$ cat src/rtl/polyphase_resampler_if.sv
// -----------------------------------------------------------------------------
// polyphase_resampler_if
// Groups the three handshake buses of the polyphase resampler:
//   in_*       : AXI-Stream sample input (tdata/tvalid/tready/tlast)
//   out_*      : AXI-Stream sample output (tdata/tvalid/tready/tlast)
//   coef_wr_*  : coefficient RAM write port (valid/ready/addr/data)
// modport slave  : the resampler's view (consumes in_*, coef_wr_*, drives out_*)
// modport master : the environment's view (the opposite directions)
// -----------------------------------------------------------------------------
interface polyphase_resampler_if #(
  parameter int DATA_IN_WIDTH  = 16,
  parameter int COEF_WIDTH     = 16,
  parameter int DATA_OUT_WIDTH = 16,
  parameter int ADDR_WIDTH     = 5
);
  logic signed [DATA_IN_WIDTH-1:0]  in_tdata;
  logic                             in_tvalid;
  logic                             in_tready;
  logic                             in_tlast;

  logic signed [DATA_OUT_WIDTH-1:0] out_tdata;
  logic                             out_tvalid;
  logic                             out_tready;
  logic                             out_tlast;

  logic                             coef_wr_valid;
  logic                             coef_wr_ready;
  logic [ADDR_WIDTH-1:0]            coef_wr_addr;
  logic signed [COEF_WIDTH-1:0]     coef_wr_data;

  modport master (
    output in_tdata, in_tvalid, in_tlast,
    input  in_tready,
    input  out_tdata, out_tvalid, out_tlast,
    output out_tready,
    output coef_wr_valid, coef_wr_addr, coef_wr_data,
    input  coef_wr_ready
  );

  modport slave (
    input  in_tdata, in_tvalid, in_tlast,
    output in_tready,
    output out_tdata, out_tvalid, out_tlast,
    input  out_tready,
    input  coef_wr_valid, coef_wr_addr, coef_wr_data,
    output coef_wr_ready
  );
endinterface

$ cat src/rtl/polyphase_resampler.sv
// -----------------------------------------------------------------------------
// polyphase_resampler
// Single-clock polyphase FIR resampler built around one time-multiplexed MAC.
// MODE=1 interpolates by RATE (RATE outputs per input, one polyphase branch
// each); MODE=0 decimates by RATE (one full N-tap output per RATE inputs, or
// immediately on in_tlast). Results are shifted right by OUTPUT_SHIFT and
// saturated to DATA_OUT_WIDTH.
// Ports:
//   clock, reset : single clock, synchronous active-high reset
//   bus          : polyphase_resampler_if.slave (input stream, output stream,
//                  coefficient write port); all readies high only in IDLE
//   sat_flag     : sticky, set when any output clips
//   busy         : high whenever the FSM is not IDLE
// -----------------------------------------------------------------------------
module polyphase_resampler #(
  parameter int MODE           = 1,
  parameter int RATE           = 4,
  parameter int TAPS_PER_PHASE = 8,
  parameter int DATA_IN_WIDTH  = 16,
  parameter int COEF_WIDTH     = 16,
  parameter int DATA_OUT_WIDTH = 16,
  parameter int OUTPUT_SHIFT   = 15
) (
  input  logic                 clock,
  input  logic                 reset,
  polyphase_resampler_if.slave bus,
  output logic                 sat_flag,
  output logic                 busy
);
  localparam int N        = RATE * TAPS_PER_PHASE;
  localparam int ADDR_W   = $clog2(N);
  localparam int MAC_LEN  = (MODE == 1) ? TAPS_PER_PHASE : N;
  localparam int DL_LEN   = MAC_LEN;
  localparam int DL_IDX_W = (DL_LEN > 1) ? $clog2(DL_LEN) : 1;
  localparam int CNT_W    = $clog2(MAC_LEN + 2);
  localparam int PH_W     = $clog2(RATE);
  localparam int PROD_W   = DATA_IN_WIDTH + COEF_WIDTH;
  localparam int ACC_W    = PROD_W + ADDR_W;

  localparam logic signed [ACC_W-1:0] SAT_MAX =
    {{(ACC_W-DATA_OUT_WIDTH+1){1'b0}}, {(DATA_OUT_WIDTH-1){1'b1}}};
  localparam logic signed [ACC_W-1:0] SAT_MIN =
    {{(ACC_W-DATA_OUT_WIDTH+1){1'b1}}, {(DATA_OUT_WIDTH-1){1'b0}}};

  typedef enum logic [1:0] {S_IDLE, S_MAC, S_OUT} state_t;

  state_t                           state_q, state_d;
  logic [CNT_W-1:0]                 cnt_q, cnt_d;
  logic [PH_W-1:0]                  phase_q, phase_d;
  logic [PH_W-1:0]                  in_count_q, in_count_d;
  logic                             last_q, last_d;
  logic signed [DATA_IN_WIDTH-1:0]  x_q [DL_LEN];
  logic signed [DATA_IN_WIDTH-1:0]  x_d [DL_LEN];
  logic signed [DATA_IN_WIDTH-1:0]  x_rd_q, x_rd_d;
  logic signed [PROD_W-1:0]         product_q, product_d;
  logic signed [ACC_W-1:0]          acc_q, acc_d;
  logic signed [DATA_OUT_WIDTH-1:0] out_tdata_q, out_tdata_d;
  logic                             out_tvalid_q, out_tvalid_d;
  logic                             out_tlast_q, out_tlast_d;
  logic                             sat_q, sat_d;

  logic signed [COEF_WIDTH-1:0]     coef_ram [N];
  logic signed [COEF_WIDTH-1:0]     coef_rd_q;
  logic [ADDR_W-1:0]                rd_addr;
  logic                             coef_we;

  logic signed [ACC_W-1:0]          acc_final;
  logic signed [ACC_W-1:0]          shifted;
  logic                             clip_hi, clip_lo;

  // The final product is folded in combinationally on the cycle the FSM
  // leaves MAC, which saves one cycle of latency versus accumulating first.
  assign acc_final = acc_q + ACC_W'(product_q);
  assign shifted   = acc_final >>> OUTPUT_SHIFT;
  assign clip_hi   = shifted > SAT_MAX;
  assign clip_lo   = shifted < SAT_MIN;

  assign coef_we           = (state_q == S_IDLE) && bus.coef_wr_valid;
  assign bus.in_tready     = (state_q == S_IDLE);
  assign bus.coef_wr_ready = (state_q == S_IDLE);
  assign bus.out_tdata     = out_tdata_q;
  assign bus.out_tvalid    = out_tvalid_q;
  assign bus.out_tlast     = out_tlast_q;
  assign sat_flag          = sat_q;
  assign busy              = (state_q != S_IDLE);

  // Coefficient RAM with registered read; not touched by reset.
  always_ff @(posedge clock) begin
    if (coef_we) begin
      coef_ram[bus.coef_wr_addr] <= bus.coef_wr_data;
    end
    coef_rd_q <= coef_ram[rd_addr];
  end

  always_comb begin
    state_d      = state_q;
    cnt_d        = cnt_q;
    phase_d      = phase_q;
    in_count_d   = in_count_q;
    last_d       = last_q;
    x_d          = x_q;
    x_rd_d       = x_rd_q;
    acc_d        = acc_q;
    out_tdata_d  = out_tdata_q;
    out_tvalid_d = out_tvalid_q;
    out_tlast_d  = out_tlast_q;
    sat_d        = sat_q;
    rd_addr      = '0;
    product_d    = PROD_W'(coef_rd_q) * PROD_W'(x_rd_q);

    // Tap fetch: cycle cnt issues RAM read and sample pick for tap cnt;
    // the product for tap cnt lands in product_q two cycles later.
    if (state_q == S_MAC && cnt_q < CNT_W'(MAC_LEN)) begin
      x_rd_d = x_q[DL_IDX_W'(cnt_q)];
      if (MODE == 1) begin
        rd_addr = ADDR_W'(int'(cnt_q) * RATE + int'(phase_q));
      end else begin
        rd_addr = ADDR_W'(cnt_q);
      end
    end

    case (state_q)
      S_IDLE: begin
        if (bus.in_tvalid) begin
          for (int i = DL_LEN - 1; i > 0; i--) begin
            x_d[i] = x_q[i-1];
          end
          x_d[0] = bus.in_tdata;
          last_d = bus.in_tlast;
          if (MODE == 1 || in_count_q == PH_W'(RATE - 1) || bus.in_tlast) begin
            state_d = S_MAC;
            cnt_d   = '0;
            acc_d   = '0;
          end else begin
            in_count_d = in_count_q + PH_W'(1);
          end
        end
      end

      S_MAC: begin
        cnt_d = cnt_q + CNT_W'(1);
        if (cnt_q >= CNT_W'(2)) begin
          acc_d = acc_final;
        end
        if (cnt_q == CNT_W'(MAC_LEN + 1)) begin
          state_d      = S_OUT;
          out_tvalid_d = 1'b1;
          out_tlast_d  = last_q && (MODE == 0 || phase_q == PH_W'(RATE - 1));
          if (clip_hi) begin
            out_tdata_d = DATA_OUT_WIDTH'(SAT_MAX);
            sat_d       = 1'b1;
          end else if (clip_lo) begin
            out_tdata_d = DATA_OUT_WIDTH'(SAT_MIN);
            sat_d       = 1'b1;
          end else begin
            out_tdata_d = DATA_OUT_WIDTH'(shifted);
          end
        end
      end

      S_OUT: begin
        if (bus.out_tready) begin
          out_tvalid_d = 1'b0;
          out_tlast_d  = 1'b0;
          if (MODE == 1 && phase_q != PH_W'(RATE - 1)) begin
            phase_d = phase_q + PH_W'(1);
            state_d = S_MAC;
            cnt_d   = '0;
            acc_d   = '0;
          end else begin
            phase_d    = '0;
            in_count_d = '0;
            state_d    = S_IDLE;
            // End of frame: the next frame must start with zero history.
            if (out_tlast_q) begin
              x_d    = '{default: '0};
              last_d = 1'b0;
            end
          end
        end
      end

      default: state_d = S_IDLE;
    endcase
  end

  always_ff @(posedge clock) begin
    if (reset) begin
      state_q      <= S_IDLE;
      cnt_q        <= '0;
      phase_q      <= '0;
      in_count_q   <= '0;
      last_q       <= 1'b0;
      x_q          <= '{default: '0};
      x_rd_q       <= '0;
      product_q    <= '0;
      acc_q        <= '0;
      out_tdata_q  <= '0;
      out_tvalid_q <= 1'b0;
      out_tlast_q  <= 1'b0;
      sat_q        <= 1'b0;
    end else begin
      state_q      <= state_d;
      cnt_q        <= cnt_d;
      phase_q      <= phase_d;
      in_count_q   <= in_count_d;
      last_q       <= last_d;
      x_q          <= x_d;
      x_rd_q       <= x_rd_d;
      product_q    <= product_d;
      acc_q        <= acc_d;
      out_tdata_q  <= out_tdata_d;
      out_tvalid_q <= out_tvalid_d;
      out_tlast_q  <= out_tlast_d;
      sat_q        <= sat_d;
    end
  end
endmodule

$ cat src/flat_wrapper.sv
// flat-port wrapper written by rule: the top's interface ports become plain ports
module polyphase_resampler_flat 
#(
  parameter int MODE           = 1,
  parameter int RATE           = 4,
  parameter int TAPS_PER_PHASE = 8,
  parameter int DATA_IN_WIDTH  = 16,
  parameter int COEF_WIDTH     = 16,
  parameter int DATA_OUT_WIDTH = 16,
  parameter int OUTPUT_SHIFT   = 15
)
  (clock, reset, sat_flag, busy, bus_in_tdata, bus_in_tvalid, bus_in_tlast, bus_in_tready, bus_out_tdata, bus_out_tvalid, bus_out_tlast, bus_out_tready, bus_coef_wr_valid, bus_coef_wr_addr, bus_coef_wr_data, bus_coef_wr_ready);
  polyphase_resampler_if #(.DATA_IN_WIDTH(DATA_IN_WIDTH), .COEF_WIDTH(COEF_WIDTH), .DATA_OUT_WIDTH(DATA_OUT_WIDTH), .ADDR_WIDTH((3))) bus_i ();
  input  logic clock;
  input  logic reset;
  output logic sat_flag;
  output logic busy;
  input wire logic [$bits(bus_i.in_tdata)-1:0] bus_in_tdata;
  input wire logic [$bits(bus_i.in_tvalid)-1:0] bus_in_tvalid;
  input wire logic [$bits(bus_i.in_tlast)-1:0] bus_in_tlast;
  output wire logic [$bits(bus_i.in_tready)-1:0] bus_in_tready;
  output wire logic [$bits(bus_i.out_tdata)-1:0] bus_out_tdata;
  output wire logic [$bits(bus_i.out_tvalid)-1:0] bus_out_tvalid;
  output wire logic [$bits(bus_i.out_tlast)-1:0] bus_out_tlast;
  input wire logic [$bits(bus_i.out_tready)-1:0] bus_out_tready;
  input wire logic [$bits(bus_i.coef_wr_valid)-1:0] bus_coef_wr_valid;
  input wire logic [$bits(bus_i.coef_wr_addr)-1:0] bus_coef_wr_addr;
  input wire logic [$bits(bus_i.coef_wr_data)-1:0] bus_coef_wr_data;
  output wire logic [$bits(bus_i.coef_wr_ready)-1:0] bus_coef_wr_ready;
  assign bus_i.in_tdata = bus_in_tdata;
  assign bus_i.in_tvalid = bus_in_tvalid;
  assign bus_i.in_tlast = bus_in_tlast;
  assign bus_in_tready = bus_i.in_tready;
  assign bus_out_tdata = bus_i.out_tdata;
  assign bus_out_tvalid = bus_i.out_tvalid;
  assign bus_out_tlast = bus_i.out_tlast;
  assign bus_i.out_tready = bus_out_tready;
  assign bus_i.coef_wr_valid = bus_coef_wr_valid;
  assign bus_i.coef_wr_addr = bus_coef_wr_addr;
  assign bus_i.coef_wr_data = bus_coef_wr_data;
  assign bus_coef_wr_ready = bus_i.coef_wr_ready;
  polyphase_resampler #(.MODE(MODE), .RATE(RATE), .TAPS_PER_PHASE(TAPS_PER_PHASE), .DATA_IN_WIDTH(DATA_IN_WIDTH), .COEF_WIDTH(COEF_WIDTH), .DATA_OUT_WIDTH(DATA_OUT_WIDTH), .OUTPUT_SHIFT(OUTPUT_SHIFT)) u_core (.clock(clock), .reset(reset), .bus(bus_i), .sat_flag(sat_flag), .busy(busy));
endmodule
$ cat config.mk
export PLATFORM = sky130hd
export DESIGN_NAME = polyphase_resampler_flat
export DESIGN_NICKNAME = d
export VERILOG_FILES = /design/src/rtl/polyphase_resampler_if.sv /design/src/rtl/polyphase_resampler.sv /design/src/flat_wrapper.sv
export SDC_FILE = /design/constraint.sdc
export NUM_CORES = 1
export LEC_CHECK = 0
export ABC_AREA = 1
export BUFFER_PORTS_ARGS = -buffer_cell sky130_fd_sc_hd__buf_2
export CORE_MARGIN = 2
export CORE_UTILIZATION = 45
export CTS_CLUSTER_DIAMETER = 80
export DETAILED_ROUTE_END_ITERATION = 10
export PLACE_DENSITY = 0.68
export SETUP_SLACK_MARGIN = 0.3
export SYNTH_ARGS = -nofsm -noshare
export SYNTH_HDL_FRONTEND = slang
export SYNTH_SLANG_ARGS = --single-unit
$ cat constraint.sdc
create_clock -name clock -period 9.1 [get_ports clock]
set_input_delay 1.82 -clock clock [delete_from_list [all_inputs] [get_ports clock]]
set_output_delay 1.82 -clock clock [all_outputs]
set_load 0.02 [all_outputs]
==> summary.log <==
INFO  outcome        outcome=finished, final reports clean
INFO  floorplan      design.portCount=63
INFO  floorplan      floorplan.initialDensity=45.6%
INFO  setup_path     timing.critical_path.max_delay_family=adder cells
INFO  route          remaining_antenna_violation_count_after_routing=0
INFO  floorplan      die-area=63100squm
INFO  clocking       clockRootBuffer=sky130_fd_sc_hd__clkbuf_16
INFO  clocking       clkTransAtPathRegs=0.06ns
INFO  sta            fin_crit_sh=70.4%
INFO  setup_path     worst-path-buf-inv=4
INFO  finish         design.final.nets=3813
INFO  global_routing first_global_vias=21100
INFO  synth          yosys_register_bits=385
INFO  sta            worst_slew_margin_rel=28.1%
INFO  finish         area_growth_from_synthesis_to_final_layout=8.43%
INFO  clocking       postCtsSetupRepairBufs=0
INFO  global_routing wire_length_of_the_first_global_routing_pass=108000um
INFO  setup_path     path_cells=nand2_1 > inv_1 > fa_1 > fa_1 > fa_1 > fa_1 > fa_1 > inv_1 > fa_1 > inv_1 > ha_1 > nand2_1 > nor2_1 > inv_1 > nor3_1 > nand4_1 > nand3_1 > nand2_1 > nand2_1 > a31o_2 > nand2_1 > a21oi_1 > nor2_1
INFO  sta            finalHoldViolations=0
INFO  global_routing overall_track_demand_over_capacity_in_global_routing=21.1%
INFO  route          via_per_inst=5.13
INFO  finish         leading_cell_type_in_the_layout_fill_and_taps_excluded=sky130_fd_sc_hd__nand2_1
INFO  finish         final_area=29800squm
INFO  setup_path     timing.critical_path.from_type=register
INFO  finish         layout-drive-gt1-share=6.13%
INFO  place          gp_congestion=0.935
INFO  setup_path     critPathMaxFanout=17
INFO  synth          number_of_warning_messages_in_the_yosys_log=0
INFO  sta            grt_setup_unrepaired=false
INFO  route          drc=0
INFO  clocking       buffer_levels_on_the_longest_clock_path=3
INFO  floorplan      core.rowCount=90
INFO  finish         layout.area.seq=8990squm
INFO  route          drt-initial-drc-count=1575
INFO  finish         most-common-layout-cells=sky130_fd_sc_hd__nand2_1 (638), sky130_fd_sc_hd__inv_1 (629), sky130_fd_sc_hd__nor2_1 (312), sky130_fd_sc_hd__o21ai_0 (293), sky130_fd_sc_hd__a21oi_1 (265)
INFO  floorplan      die-width=251um
INFO  job            drv.max_cap_violation_count=0
INFO  finish         insertedDiodeCount=0
INFO  clocking       gates_resized_cts_repair=0
INFO  setup_path     cp_data_required_time=9.59ns
INFO  synth          netlist-cell-type-count=44
INFO  synth          synth.yosys.seq_area_share=32.7%
INFO  floorplan      core_area=60400squm
INFO  sta            fin_hold_ws=0.447ns
INFO  min_path       hold_path.class=register to register
INFO  sta            finalMaxSlewViolations=0
INFO  finish         final_core_utilization=49.4%
INFO  route          detailroute.via_count=21600
INFO  sta            tightestPinTransition=1.08ns
INFO  sta            setup-violations-final=0
INFO  global_routing grt_start_max_net_pins=133
INFO  sta            worst_clock_skew=0.0210ns
INFO  global_routing grt_antenna_before_repair=3
INFO  sta            finalCriticalPeriod=6.40ns
INFO  synth          post_synth_instance_area=27500squm
INFO  clocking       tritoncts_clock_tree=done
INFO  power_and_ir_drop p_leak=14.2nW
INFO  finish         fillers=5792
INFO  power_and_ir_drop power_per_cell_area=184nW/um^2
INFO  clocking       numCtsBuffers=45
INFO  floorplan      die_h=251um
INFO  setup_path     critical_path.slowest_cell=sky130_fd_sc_hd__dfxtp_1
INFO  setup_path     cpMostUsedCell=sky130_fd_sc_hd__fa_1
INFO  route          drtPass1Iterations=5
INFO  global_routing globalRoute.totalOverflow=0
INFO  route          route.detailed.wl_per_inst=15.6um
INFO  sta            fin_tns_setup=0ns
INFO  clocking       h-tree-depth=2
INFO  power_and_ir_drop max-vdd-ir-drop=0.000157V
INFO  finish         combined_area_of_the_multi_input_logic_cells=15400squm
INFO  power_and_ir_drop power=5.47mW
INFO  sta            clock.fmax=156MHz
INFO  setup_path     worst_path_max_stage_delay=0.79ns
INFO  place          place.port_buffers=62
INFO  place          post_place_instance_area=28300squm
INFO  setup_path     arrival=6.90ns
INFO  synth          postSynthCellCount=3440
INFO  synth          synth_area_per_cell=7.99squm
INFO  route          routed_wirelength=65600um
INFO  clocking       cts_hold_repair.buffers=0
INFO  setup_path     timing.setup.critical_path_class=register to register
INFO  clocking       clock_insertion_delay_worst_skew=0.60ns
INFO  synth          synth_nets=3865
INFO  clocking       clock_sink_total=385
INFO  place          post-dp-hpwl=46100um
INFO  setup_path     end_kind=register
## registers in the layout, indices dropped and copies added (netlist names), 2 cells and up
name,count
u_core.acc_q,37
u_core.bus.out_tdata,16
u_core.cnt_q,4
u_core.coef_ram,128
u_core.coef_rd_q,16
u_core.phase_q,2
u_core.product_q,32
u_core.state_q,2
u_core.x_q,128
u_core.x_rd_q,16
## cells by family after synthesis
logic type	synth area share (%)
AND/OR/NAND/NOR	16.0
XOR/XNOR	1.05
AO/OA/AOI/OAI	14.1
adder cells (fa/ha/maj)	24.7
buffers and inverters	11.4
flip-flops	32.7
## Yosys cell counts (all sizes together)
| cell | count | area (sq um) |
|---|---|---|
| xnor2 | 15 | 131 |
| nor2 | 324 | 1270 |
| buf | 21 | 116 |
| edfxtp | 128 | 3840 |
| o21a | 5 | 37.5 |
| inv | 640 | 2400 |
| a21oi | 265 | 1330 |
| o221ai | 16 | 140 |
| a211oi | 22 | 165 |
| or2 | 10 | 62.6 |
| nand3 | 87 | 455 |
| o2111ai | 1 | 8.76 |
| nor4 | 3 | 18.8 |
| nand2 | 647 | 2450 |
| dfxtp | 257 | 5140 |
| clkinv | 2 | 7.51 |
| fa | 263 | 5270 |
| nand4 | 11 | 68.8 |
| a31oi | 55 | 344 |
| a21o | 7 | 52.6 |
| a21boi | 3 | 22.5 |
| and3 | 2 | 12.5 |
| xor2 | 18 | 158 |
| nor3b | 1 | 7.51 |
| ha | 121 | 1510 |
| clkbuf | 165 | 619 |
| o211ai | 18 | 135 |
| a31o | 3 | 26.3 |
| a211o | 1 | 8.76 |
| nor3 | 11 | 65.1 |
| o21bai | 9 | 67.6 |
| o21ai | 308 | 1540 |
| o311ai | 1 | 8.76 |
## tightest hold or removal path, delay by kind of cell (launching register included)
kind,cells,cell delay [ns]
flip-flops,1,0.30
AO/OA/AOI/OAI,1,0.05
buffers and inverters,1,0.04
## where the power goes
group	total, mW	switching [mW]	internal (mW)
Combinational	1.63	1.04	0.590
Sequential	2.01	0.107	1.90
Clock	1.84	0.754	1.08
## metrics by stage
step,setup WS [ns],cells
after floorplan,3.44,3440
after global placement,2.79,4123
after detailed placement,2.76,4123
after CTS,2.76,4207
after global routing,2.35,4207
final,2.70,4207
## per-layer routing
metal / up-vias / wire length, um / share of wire [%] / track usage (%)
met3: 101 / 4160 / 6.3 / 3.39
met1: 10100 / 30100 / 46 / 28.8
met4: 6 / 1460 / 2.2 / 6.17
li1: 10700 / - / - / -
met5: - / 32 / 0.049 / 0
met2: 593 / 29900 / 46 / 34.6
## worst paths after layout
| path | from | endpoint | slack (ns) | depth (start not counted) |
|---|---|---|---|---|
| worst max-delay path | u_core.x_rd_q[2]$_SDFFE_PP0P_ | u_core.product_q[28]$_SDFF_PP0_ | 2.70 | 23 |
| worst min-delay path | u_core.sat_flag$_SDFFE_PP0P_ | u_core.sat_flag$_SDFFE_PP0P_ | 0.45 | 2 |
| worst max register to register | u_core.x_rd_q[2]$_SDFFE_PP0P_ | u_core.product_q[28]$_SDFF_PP0_ | 2.70 | 23 |
| worst min register to register | u_core.sat_flag$_SDFFE_PP0P_ | u_core.sat_flag$_SDFFE_PP0P_ | 0.45 | 2 |
## cell type report
type	count	share of cell area, %
Tap cell	782	3.28
Sequential cell	385	30.2
Inverter	642	8.08
Multi-Input combinational cell	2227	51.6
Timing Repair Buffer	87	1.69
Clock inverter	24	0.927
Clock buffer	60	4.27
(Power assumes the default switching activity.)
